## src/rtl/vga_pkg.sv

```systemverilog
// Shared timing defaults and frame-buffer geometry for the VGA picture display.
package vga_pkg;

    localparam int unsigned H_ACTIVE_DEF = 640;
    localparam int unsigned H_FP_DEF     = 16;
    localparam int unsigned H_SYNC_DEF   = 96;
    localparam int unsigned H_BP_DEF     = 48;
    localparam int unsigned H_TOTAL      = H_ACTIVE_DEF + H_FP_DEF + H_SYNC_DEF + H_BP_DEF;

    localparam int unsigned V_ACTIVE_DEF = 480;
    localparam int unsigned V_FP_DEF     = 10;
    localparam int unsigned V_SYNC_DEF   = 2;
    localparam int unsigned V_BP_DEF     = 33;
    localparam int unsigned V_TOTAL      = V_ACTIVE_DEF + V_FP_DEF + V_SYNC_DEF + V_BP_DEF;

    localparam int unsigned IMG_W_DEF  = 480;
    localparam int unsigned IMG_H_DEF  = 270;
    localparam int unsigned IMG_X0_DEF = 80;
    localparam int unsigned IMG_Y0_DEF = 105;

    localparam int unsigned FB_DEPTH = 129600;
    localparam int unsigned ADDR_W   = 17;

    // Wide enough for any counter / coordinate used here.
    localparam int unsigned CNT_W = 12;

    localparam logic [23:0] BG_COLOR_DEF = 24'h000000;

endpackage

```

## src/rtl/vga_timing_gen.sv

```systemverilog
// Pixel tick divider, horizontal/vertical counters and sync/active decode.
module vga_timing_gen
    import vga_pkg::*;
#(
    parameter int unsigned CLK_DIV  = 2,
    parameter int unsigned H_ACTIVE = H_ACTIVE_DEF,
    parameter int unsigned H_FP     = H_FP_DEF,
    parameter int unsigned H_SYNC   = H_SYNC_DEF,
    parameter int unsigned H_BP     = H_BP_DEF,
    parameter int unsigned V_ACTIVE = V_ACTIVE_DEF,
    parameter int unsigned V_FP     = V_FP_DEF,
    parameter int unsigned V_SYNC   = V_SYNC_DEF,
    parameter int unsigned V_BP     = V_BP_DEF
) (
    input  logic             clk,
    input  logic             rst_n,
    output logic             tick,
    output logic [CNT_W-1:0] h_cnt,
    output logic [CNT_W-1:0] v_cnt,
    output logic             active,
    output logic             hs_on,
    output logic             vs_on,
    output logic             frame_wrap,
    output logic             frame_start
);

    localparam int unsigned DIV_W = (CLK_DIV > 1) ? $clog2(CLK_DIV) : 1;
    localparam logic [DIV_W-1:0] DIV_LAST = DIV_W'(CLK_DIV - 1);

    localparam logic [CNT_W-1:0] H_LAST   = CNT_W'(H_ACTIVE + H_FP + H_SYNC + H_BP - 1);
    localparam logic [CNT_W-1:0] V_LAST   = CNT_W'(V_ACTIVE + V_FP + V_SYNC + V_BP - 1);
    localparam logic [CNT_W-1:0] H_ACT    = CNT_W'(H_ACTIVE);
    localparam logic [CNT_W-1:0] V_ACT    = CNT_W'(V_ACTIVE);
    localparam logic [CNT_W-1:0] HS_BEG   = CNT_W'(H_ACTIVE + H_FP);
    localparam logic [CNT_W-1:0] HS_END   = CNT_W'(H_ACTIVE + H_FP + H_SYNC);
    localparam logic [CNT_W-1:0] VS_BEG   = CNT_W'(V_ACTIVE + V_FP);
    localparam logic [CNT_W-1:0] VS_END   = CNT_W'(V_ACTIVE + V_FP + V_SYNC);

    logic [DIV_W-1:0] div_q;
    logic [CNT_W-1:0] h_q;
    logic [CNT_W-1:0] v_q;
    logic             h_last;
    logic             v_last;
    logic             frame_start_q;

    assign tick       = (div_q == DIV_LAST);
    assign h_last     = (h_q == H_LAST);
    assign v_last     = (v_q == V_LAST);
    assign frame_wrap = tick && h_last && v_last;

    assign h_cnt       = h_q;
    assign v_cnt       = v_q;
    assign active      = (h_q < H_ACT) && (v_q < V_ACT);
    assign hs_on       = (h_q >= HS_BEG) && (h_q < HS_END);
    assign vs_on       = (v_q >= VS_BEG) && (v_q < VS_END);
    assign frame_start = frame_start_q;

    // Clock divider producing one pixel tick every CLK_DIV clocks.
    always_ff @(posedge clk or negedge rst_n) begin
        if (!rst_n) begin
            div_q <= '0;
        end else if (tick) begin
            div_q <= '0;
        end else begin
            div_q <= div_q + DIV_W'(1);
        end
    end

    // Raster position counters, advanced once per pixel tick.
    always_ff @(posedge clk or negedge rst_n) begin
        if (!rst_n) begin
            h_q <= '0;
            v_q <= '0;
        end else if (tick) begin
            if (h_last) begin
                h_q <= '0;
                v_q <= v_last ? '0 : v_q + CNT_W'(1);
            end else begin
                h_q <= h_q + CNT_W'(1);
            end
        end
    end

    // One-clock pulse in the clock where the counters have just wrapped to (0,0).
    always_ff @(posedge clk or negedge rst_n) begin
        if (!rst_n) begin
            frame_start_q <= 1'b0;
        end else begin
            frame_start_q <= frame_wrap;
        end
    end

endmodule

```

## src/rtl/vga_pic_display.sv

```systemverilog
// VGA display stage: centres the loaded picture on a 640x480 raster.
module vga_pic_display
    import vga_pkg::*;
#(
    parameter int unsigned CLK_DIV  = 2,
    parameter int unsigned H_ACTIVE = H_ACTIVE_DEF,
    parameter int unsigned H_FP     = H_FP_DEF,
    parameter int unsigned H_SYNC   = H_SYNC_DEF,
    parameter int unsigned H_BP     = H_BP_DEF,
    parameter int unsigned V_ACTIVE = V_ACTIVE_DEF,
    parameter int unsigned V_FP     = V_FP_DEF,
    parameter int unsigned V_SYNC   = V_SYNC_DEF,
    parameter int unsigned V_BP     = V_BP_DEF,
    parameter int unsigned IMG_W    = IMG_W_DEF,
    parameter int unsigned IMG_H    = IMG_H_DEF,
    parameter int unsigned IMG_X0   = IMG_X0_DEF,
    parameter int unsigned IMG_Y0   = IMG_Y0_DEF,
    parameter logic [23:0] BG_COLOR = BG_COLOR_DEF
) (
    input  logic              clk,
    input  logic              rst_n,
    input  logic              pic_done,
    output logic [ADDR_W-1:0] rd_addr,
    input  logic [23:0]       rd_data,
    output logic              hsync,
    output logic              vsync,
    output logic              de,
    output logic [23:0]       rgb,
    output logic              frame_start
);

    localparam logic [CNT_W-1:0]  X_BEG     = CNT_W'(IMG_X0);
    localparam logic [CNT_W-1:0]  X_END     = CNT_W'(IMG_X0 + IMG_W);
    localparam logic [CNT_W-1:0]  Y_BEG     = CNT_W'(IMG_Y0);
    localparam logic [CNT_W-1:0]  Y_END     = CNT_W'(IMG_Y0 + IMG_H);
    localparam logic [ADDR_W-1:0] ADDR_LAST = ADDR_W'(IMG_W * IMG_H - 1);

    logic             tick;
    logic [CNT_W-1:0] h_cnt;
    logic [CNT_W-1:0] v_cnt;
    logic             active;
    logic             hs_on;
    logic             vs_on;
    logic             frame_wrap;
    logic             in_win;

    logic [ADDR_W-1:0] addr_q;
    logic              show_q;
    logic              hsync_q;
    logic              vsync_q;
    logic              de_q;
    logic [23:0]       rgb_q;
    logic [23:0]       rgb_d;

    vga_timing_gen #(
        .CLK_DIV  (CLK_DIV),
        .H_ACTIVE (H_ACTIVE),
        .H_FP     (H_FP),
        .H_SYNC   (H_SYNC),
        .H_BP     (H_BP),
        .V_ACTIVE (V_ACTIVE),
        .V_FP     (V_FP),
        .V_SYNC   (V_SYNC),
        .V_BP     (V_BP)
    ) u_timing (
        .clk         (clk),
        .rst_n       (rst_n),
        .tick        (tick),
        .h_cnt       (h_cnt),
        .v_cnt       (v_cnt),
        .active      (active),
        .hs_on       (hs_on),
        .vs_on       (vs_on),
        .frame_wrap  (frame_wrap),
        .frame_start (frame_start)
    );

    assign in_win = (h_cnt >= X_BEG) && (h_cnt < X_END) && (v_cnt >= Y_BEG) && (v_cnt < Y_END);

    assign rd_addr = addr_q;
    assign hsync   = hsync_q;
    assign vsync   = vsync_q;
    assign de      = de_q;
    assign rgb     = rgb_q;

    // Address tracks the current raster position; the increment when leaving a window
    // pixel prepares the next one, and the last pixel of the picture wraps back to 0.
    always_ff @(posedge clk or negedge rst_n) begin
        if (!rst_n) begin
            addr_q <= '0;
        end else if (frame_wrap) begin
            addr_q <= '0;
        end else if (tick && in_win) begin
            addr_q <= (addr_q == ADDR_LAST) ? '0 : addr_q + ADDR_W'(1);
        end
    end

    // Picture-valid flag latched once per frame so a mid-frame change never tears the image.
    always_ff @(posedge clk or negedge rst_n) begin
        if (!rst_n) begin
            show_q <= 1'b0;
        end else if (frame_wrap) begin
            show_q <= pic_done;
        end
    end

    // Colour for the pixel being left on this tick; rd_data has settled by now.
    always_comb begin
        rgb_d = '0;
        if (active) begin
            rgb_d = (in_win && show_q) ? rd_data : BG_COLOR;
        end
    end

    // Output stage, one tick behind the counter position.
    always_ff @(posedge clk or negedge rst_n) begin
        if (!rst_n) begin
            hsync_q <= 1'b1;
            vsync_q <= 1'b1;
            de_q    <= 1'b0;
            rgb_q   <= '0;
        end else if (tick) begin
            hsync_q <= ~hs_on;
            vsync_q <= ~vs_on;
            de_q    <= active;
            rgb_q   <= rgb_d;
        end
    end

endmodule

```

## config.mk

```make
export PLATFORM = sky130hd
export DESIGN_NAME = vga_pic_display
export DESIGN_NICKNAME = d
export VERILOG_FILES = /design/src/rtl/vga_pkg.sv /design/src/rtl/vga_timing_gen.sv /design/src/rtl/vga_pic_display.sv
export SDC_FILE = /design/constraint.sdc
export NUM_CORES = 1
export LEC_CHECK = 0
export CAP_MARGIN = 25
export CORE_ASPECT_RATIO = 0.8
export CORE_MARGIN = 4
export CORE_UTILIZATION = 50
export CTS_CLUSTER_DIAMETER = 80
export DETAILED_ROUTE_END_ITERATION = 10
export PLACE_DENSITY = 0.83
export SYNTH_ARGS = -nofsm -noshare
export SYNTH_HDL_FRONTEND = slang
export SYNTH_SLANG_ARGS = --single-unit
export TNS_END_PERCENT = 20
```

## constraint.sdc

```tcl
create_clock -name clk -period 3.6 [get_ports clk]
set_clock_uncertainty 0.05 [all_clocks]
set_input_delay 0.54 -clock clk [delete_from_list [all_inputs] [get_ports clk]]
set_output_delay 0.54 -clock clk [all_outputs]
set_load 0.05 [all_outputs]
```

## Yosys cells after proc, flatten, opt, wreduce, memory -nomap -nowiden

Cells that the tools add are included.

- Output and inout port bits: 45
- Register bits: 71
- Word-level logic and storage cells: 49

- Equality and inequality tests: 3
- Add/sub/neg operators: 4
- Mux-type cells: 8
- Reduce and logical (&&, ||, !) cells: 12
- Bitwise gates (word level): 2
- Magnitude comparators: 10

Operator list:

| kind | count |
|---|---|
| 2-to-1 mux 17 bit | 3 |
| 2-to-1 mux 24 bit | 2 |
| < comparator 12 x 10 -> 1 bit, second input constant | 3 |
| < comparator 12 x 9 -> 1 bit, second input constant | 3 |
| adder 12 x 1 -> 12 bit, second input constant | 2 |
| == test 12 x 10 -> 1 bit, second input constant | 2 |
| >= comparator 12 x 7 -> 1 bit, second input constant | 2 |
| 2-to-1 mux 12 bit | 2 |
| adder 17 x 1 -> 17 bit, second input constant | 1 |
| == test 17 bit, second input constant | 1 |
| >= comparator 12 x 10 -> 1 bit, second input constant | 1 |
| >= comparator 12 x 9 -> 1 bit, second input constant | 1 |
| logical AND 1 bit | 10 |
| inverter 1 bit | 2 |
| AND reduction 2 bit | 1 |
| nonzero test 2 bit | 1 |
| adder 1 bit, second input constant | 1 |
| 2-to-1 mux 1 bit | 1 |

## Depth between registers and ports, before layout

- Depth in word-level cells: 7
- Mapped depth: 9

## By module

From an unflattened synthesis, not the netlist that was laid out.

- Cell total of the unflattened synthesis: 383
- Area total of the unflattened synthesis: 3774.9 um2

Modules (own cells, without submodules):

| module | cells an instance | instances | area each (um2) |
|---|---|---|---|
| vga_pic_display | 222 | 1 | 2277.2 |
| vga_timing_gen | 161 | 1 | 1497.7 |

## Least setup slack after synthesis

Ideal clock, no wire load.

- Path type: flip-flop to flip-flop
- From: register u_timing.h_q[6], in the netlist u_timing.h_cnt[6]
- To: register addr_q[3], in the netlist rd_addr[3]
- Arrival time: 2.361 ns
- Clock period less this slack: 2.533 ns
- Required time: 3.428 ns
- Path buffers: 4
- Stages on the path, launching flop included: 9
- Setup slack: 1.067 ns
- Cell sequence: dfrtp_1 > buf_6 > or4_4 > or4_1 > buf_2 > or2_1 > buf_6 > buf_8 > a32o_1

- Cells in the longest elaborated chain, start to end: 6

RTL lines:

| element | RTL line | source |
|---|---|---|
| start: declaration | vga_timing_gen.sv:40 | `logic [CNT_W-1:0] h_q;` |
| start signal: assignment | vga_timing_gen.sv:79 | `h_q <= h_q + CNT_W'(1);` |
| >= comparator 12 x 7 -> 1 bit / < comparator 12 x 10 -> 1 bit (equally long branches) | vga_pic_display.sv:78 | `assign in_win = (h_cnt >= X_BEG) && (h_cnt < X_END) && (v_cnt >= Y_BEG) && (v_cnt < Y_END);` |
| logical AND 1 bit (3 in a row) | vga_pic_display.sv:78 |  |
| logical AND 1 bit | vga_pic_display.sv:93 | `end else if (tick && in_win) begin` |
| nonzero test 2 bit (no line) | -- |  |
| end signal: assignment | vga_pic_display.sv:94 | `addr_q <= (addr_q == ADDR_LAST) ? '0 : addr_q + ADDR_W'(1);` |
| end: declaration | vga_pic_display.sv:47 | `logic [ADDR_W-1:0] addr_q;` |

Parallel ways exist; a longest one is shown, timed or not.
A chain may end at the register's enable or synchronous reset.

## Worst setup path in the final report

- From: register u_timing.v_q[9], in the netlist u_timing.v_cnt[9]
- To: register addr_q[8], in the netlist rd_addr[8]

- Cells in the longest elaborated chain, start to end: 5

RTL lines:

| element | RTL line | source |
|---|---|---|
| start: declaration | vga_timing_gen.sv:41 | `logic [CNT_W-1:0] v_q;` |
| start signal: assignment | vga_timing_gen.sv:77 | `v_q <= v_last ? '0 : v_q + CNT_W'(1);` |
| >= comparator 12 x 7 -> 1 bit | vga_pic_display.sv:78 |  |
| logical AND 1 bit (2 in a row) | vga_pic_display.sv:78 |  |
| logical AND 1 bit | vga_pic_display.sv:93 |  |
| nonzero test 2 bit (no line) | -- |  |

Parallel ways exist; a longest one is shown, timed or not.

==> results.json <==
{
  "ys_seq_elements": 71,
  "critPathArrivalTime_ps": 3030,
  "setup_slack_ps": 816,
  "required_ps": 3840,
  "die_area_um2": 8630,
  "final_nets": 449,
  "cts_made_buffers": 9,
  "drt-total-wl_um": 9090,
  "ys_seq_area_share_pct": 49.4,
  "ff2ff_setup_slack_ps": 820,
  "num_vias": 3128,
  "place_area_um2": 4330,
  "antenna_found_initial": 0,
  "io_buffers": 71,
  "ys_top_cells_by_area": "dfrtp_1, a22o_1, nand2_1, nand3_1, ha_1",
  "max_freq_mhz": 359,
  "p_clk_share_pct": 40.6,
  "status": "finished, final reports clean",
  "root_buffer": "clkbuf_8",
  "initial_utilization_pct": 52.0,
  "fp.dieH_um": 83.9,
  "avgRoutedWirePerCell_um": 17.9,
  "synth_cells": 345,
  "tightest_slew_ps": 939,
  "cts_setup_buffers": 0,
  "cp_max_fo": 9,
  "slew_viol_final": 0,
  "coreArea_um2": 6930,
  "worstHoldPathType": "primary input to asynchronous set/reset pin",
  "tns_ps": 0,
  "irDropWorstVdd_mv": 0.197,
  "antenna_left": 0,
  "post-place-ws_ps": 851,
  "grt_first_pass_wirelength_um": 15200,
  "yosys.area.top_type": "dfrtp_1",
  "period_share_pct": 77.3,
  "detail_route.drc_violations": 0,
  "synthToLayoutAreaGrowth_pct": 25.2,
  "viasPerCell": 6.16,
  "fillers": 557,
  "clkLatencyLatePin_ps": 360,
  "hpwl_um": 6400,
  "postCtsHoldBufs": 0,
  "max_slew_margin_pct": 36.9,
  "p_leak_uw": 0.00183,
  "final_hold_viol_count": 0,
  "hold-worst-slack_ps": 217,
  "critPathLaunchType": "register",
  "synth_flop_cell": "dfrtp_1",
  "p_int_uw": 1080,
  "yosys-top-cells-count": "dfrtp_1, nand2_1, a22o_1",
  "ys_warn_count": 0,
  "clk_pin_slew_ps": 80,
  "synth_area_um2": 3600,
  "clock_path_buffers": 2,
  "r2r_start": "u_timing.v_cnt[9]",
  "cts.sinks": 71,
  "ioPinCount": 72,
  "synth_cell_type_count": 61,
  "finalSetupViolCount": 0,
  "drt_iter0_drc": 219,
  "cap_violations": 0,
  "synthArstFlopShare_pct": 100,
  "htreeDepth": 3,
  "rows": 27,
  "combPwrFrac_pct": 3.1,
  "insertedDiodeCount": 0,
  "synth_top_cell_area_share_pct": 48.0,
  "synthesis.nets": 378,
  "timing.rr.end": "rd_addr[8]",
  "grt-ovfl-total": 0,
  "grt_max_degree": 37,
  "endpoint_kind": "register",
  "synth_edf_count": 0,
  "drt-pass1-iter-count": 5,
  "dpl.cell_count": 492,
  "ctsResizeCount": 0,
  "p_per_area_nw_per_um2": 314,
  "p_seq_share_pct": 56.3,
  "fin_cells": 508,
  "swShare_pct": 24.1,
  "critPathKind": "register to register",
  "die_w_um": 103,
  "net-switching-power_uw": 341,
  "reg2reg_depth": 5,
  "gp_congestion": 0.989,
  "period_needed_ps": 2780,
  "yosysMostFrequentCell": "dfrtp_1",
  "grt_pass1_vias": 3095,
  "rsz0062_at_grt": "false",
  "avgSynthCellArea_um2": 10.4,
  "final_area_um2": 4510,
  "drive_gt1_share_pct": 7.84,
  "grtUsageTotal_pct": 22.1,
  "cts_tree": "done"
}
## metal layers
metal,GRT usage [%],share of wire [%],vias to the layer above
met5,0,0,-
met4,4.00,1.0,0
met3,8.52,11,16
met2,32.8,46,169
met1,31.2,42,1494
li1,-,-,1449
## area by class of cell
type	instances	area, um2	area share [%]
flip-flops and latches	71	1780	39.5
multi-input cells	245	1650	36.6
repair buffers	77	751	16.7
clock buffers	10	128	2.83
well taps	87	109	2.42
clock inverters	6	46.3	1.03
inverters	12	45.0	1.00
## how the worst max path moves through the flow
stage / slack (ps) / cells past startpoint / startpoint / end
after floorplan: 1070 / 8 / u_timing.h_cnt[6] / rd_addr[3]
after CTS: 850 / 5 / u_timing.h_cnt[5] / rd_addr[9]
after global routing: 690 / 5 / u_timing.h_cnt[5] / rd_addr[9]
after global placement: 900 / 5 / u_timing.h_cnt[6] / rd_addr[9]
final: 820 / 5 / u_timing.v_cnt[9] / rd_addr[8]
after detailed placement: 850 / 5 / u_timing.v_cnt[9] / rd_addr[8]
## cell usage in the layout (no fill, tap or decap), drive strengths merged, types with 8 or more instances in the layout
cell type	netlist	final
nor2	15	15
clkbuf	6	10
nand3	20	20
nand2	30	30
o21ai	16	16
xnor2	8	8
dfrtp	69	69
inv	11	12
a22o	24	24
o22ai	8	8
or3	8	8
nor3	14	14
clkdlybuf4s50	0	70
nand4	10	10
## metrics by stage
step,util (%),total power (uW)
final,65.1,1420
after floorplan,-,813
after global routing,65.1,1470
after CTS,65.1,1430
after global placement,62.5,858
after detailed placement,62.5,858
## kinds of logic after synthesis
family	share of synthesized area [%]
AOI/OAI and AO/OA	18.0
xor gates and xnor gates	3.65
adders and majority gates	2.09
buffers and inverters	4.94
DFF	49.4
muxes	0.869
and+or+nand+nor	21.0
## state kept, by name, summed over array words and instances, names as in the netlist
signal,flops
u_timing.frame_start,1
rd_addr,17
hsync,1
u_timing.h_cnt,12
rgb,24
u_timing.v_cnt,12
show_q,1
de,1
u_timing.tick,1
vsync,1
## power groups by stage
stage | clock [uW] | sequential, uW | combinational (uW)
3_3_place_gp | 0 | 813 | 45.2
4_1_cts | 587 | 797 | 45.7
6_report | 575 | 797 | 44.3
5_1_grt | 625 | 797 | 49.5
3_5_place_dp | 0 | 813 | 45.8
2_1_floorplan | 0 | 813 | 0.0107
## critical path: stages, from the launching register on
cell and delay, ps:
dfrtp_1 470, or3_1 390, or3_1 340, or4_1 750, nor3_2 510, a32o_1 210
(Power assumes the default switching activity.)
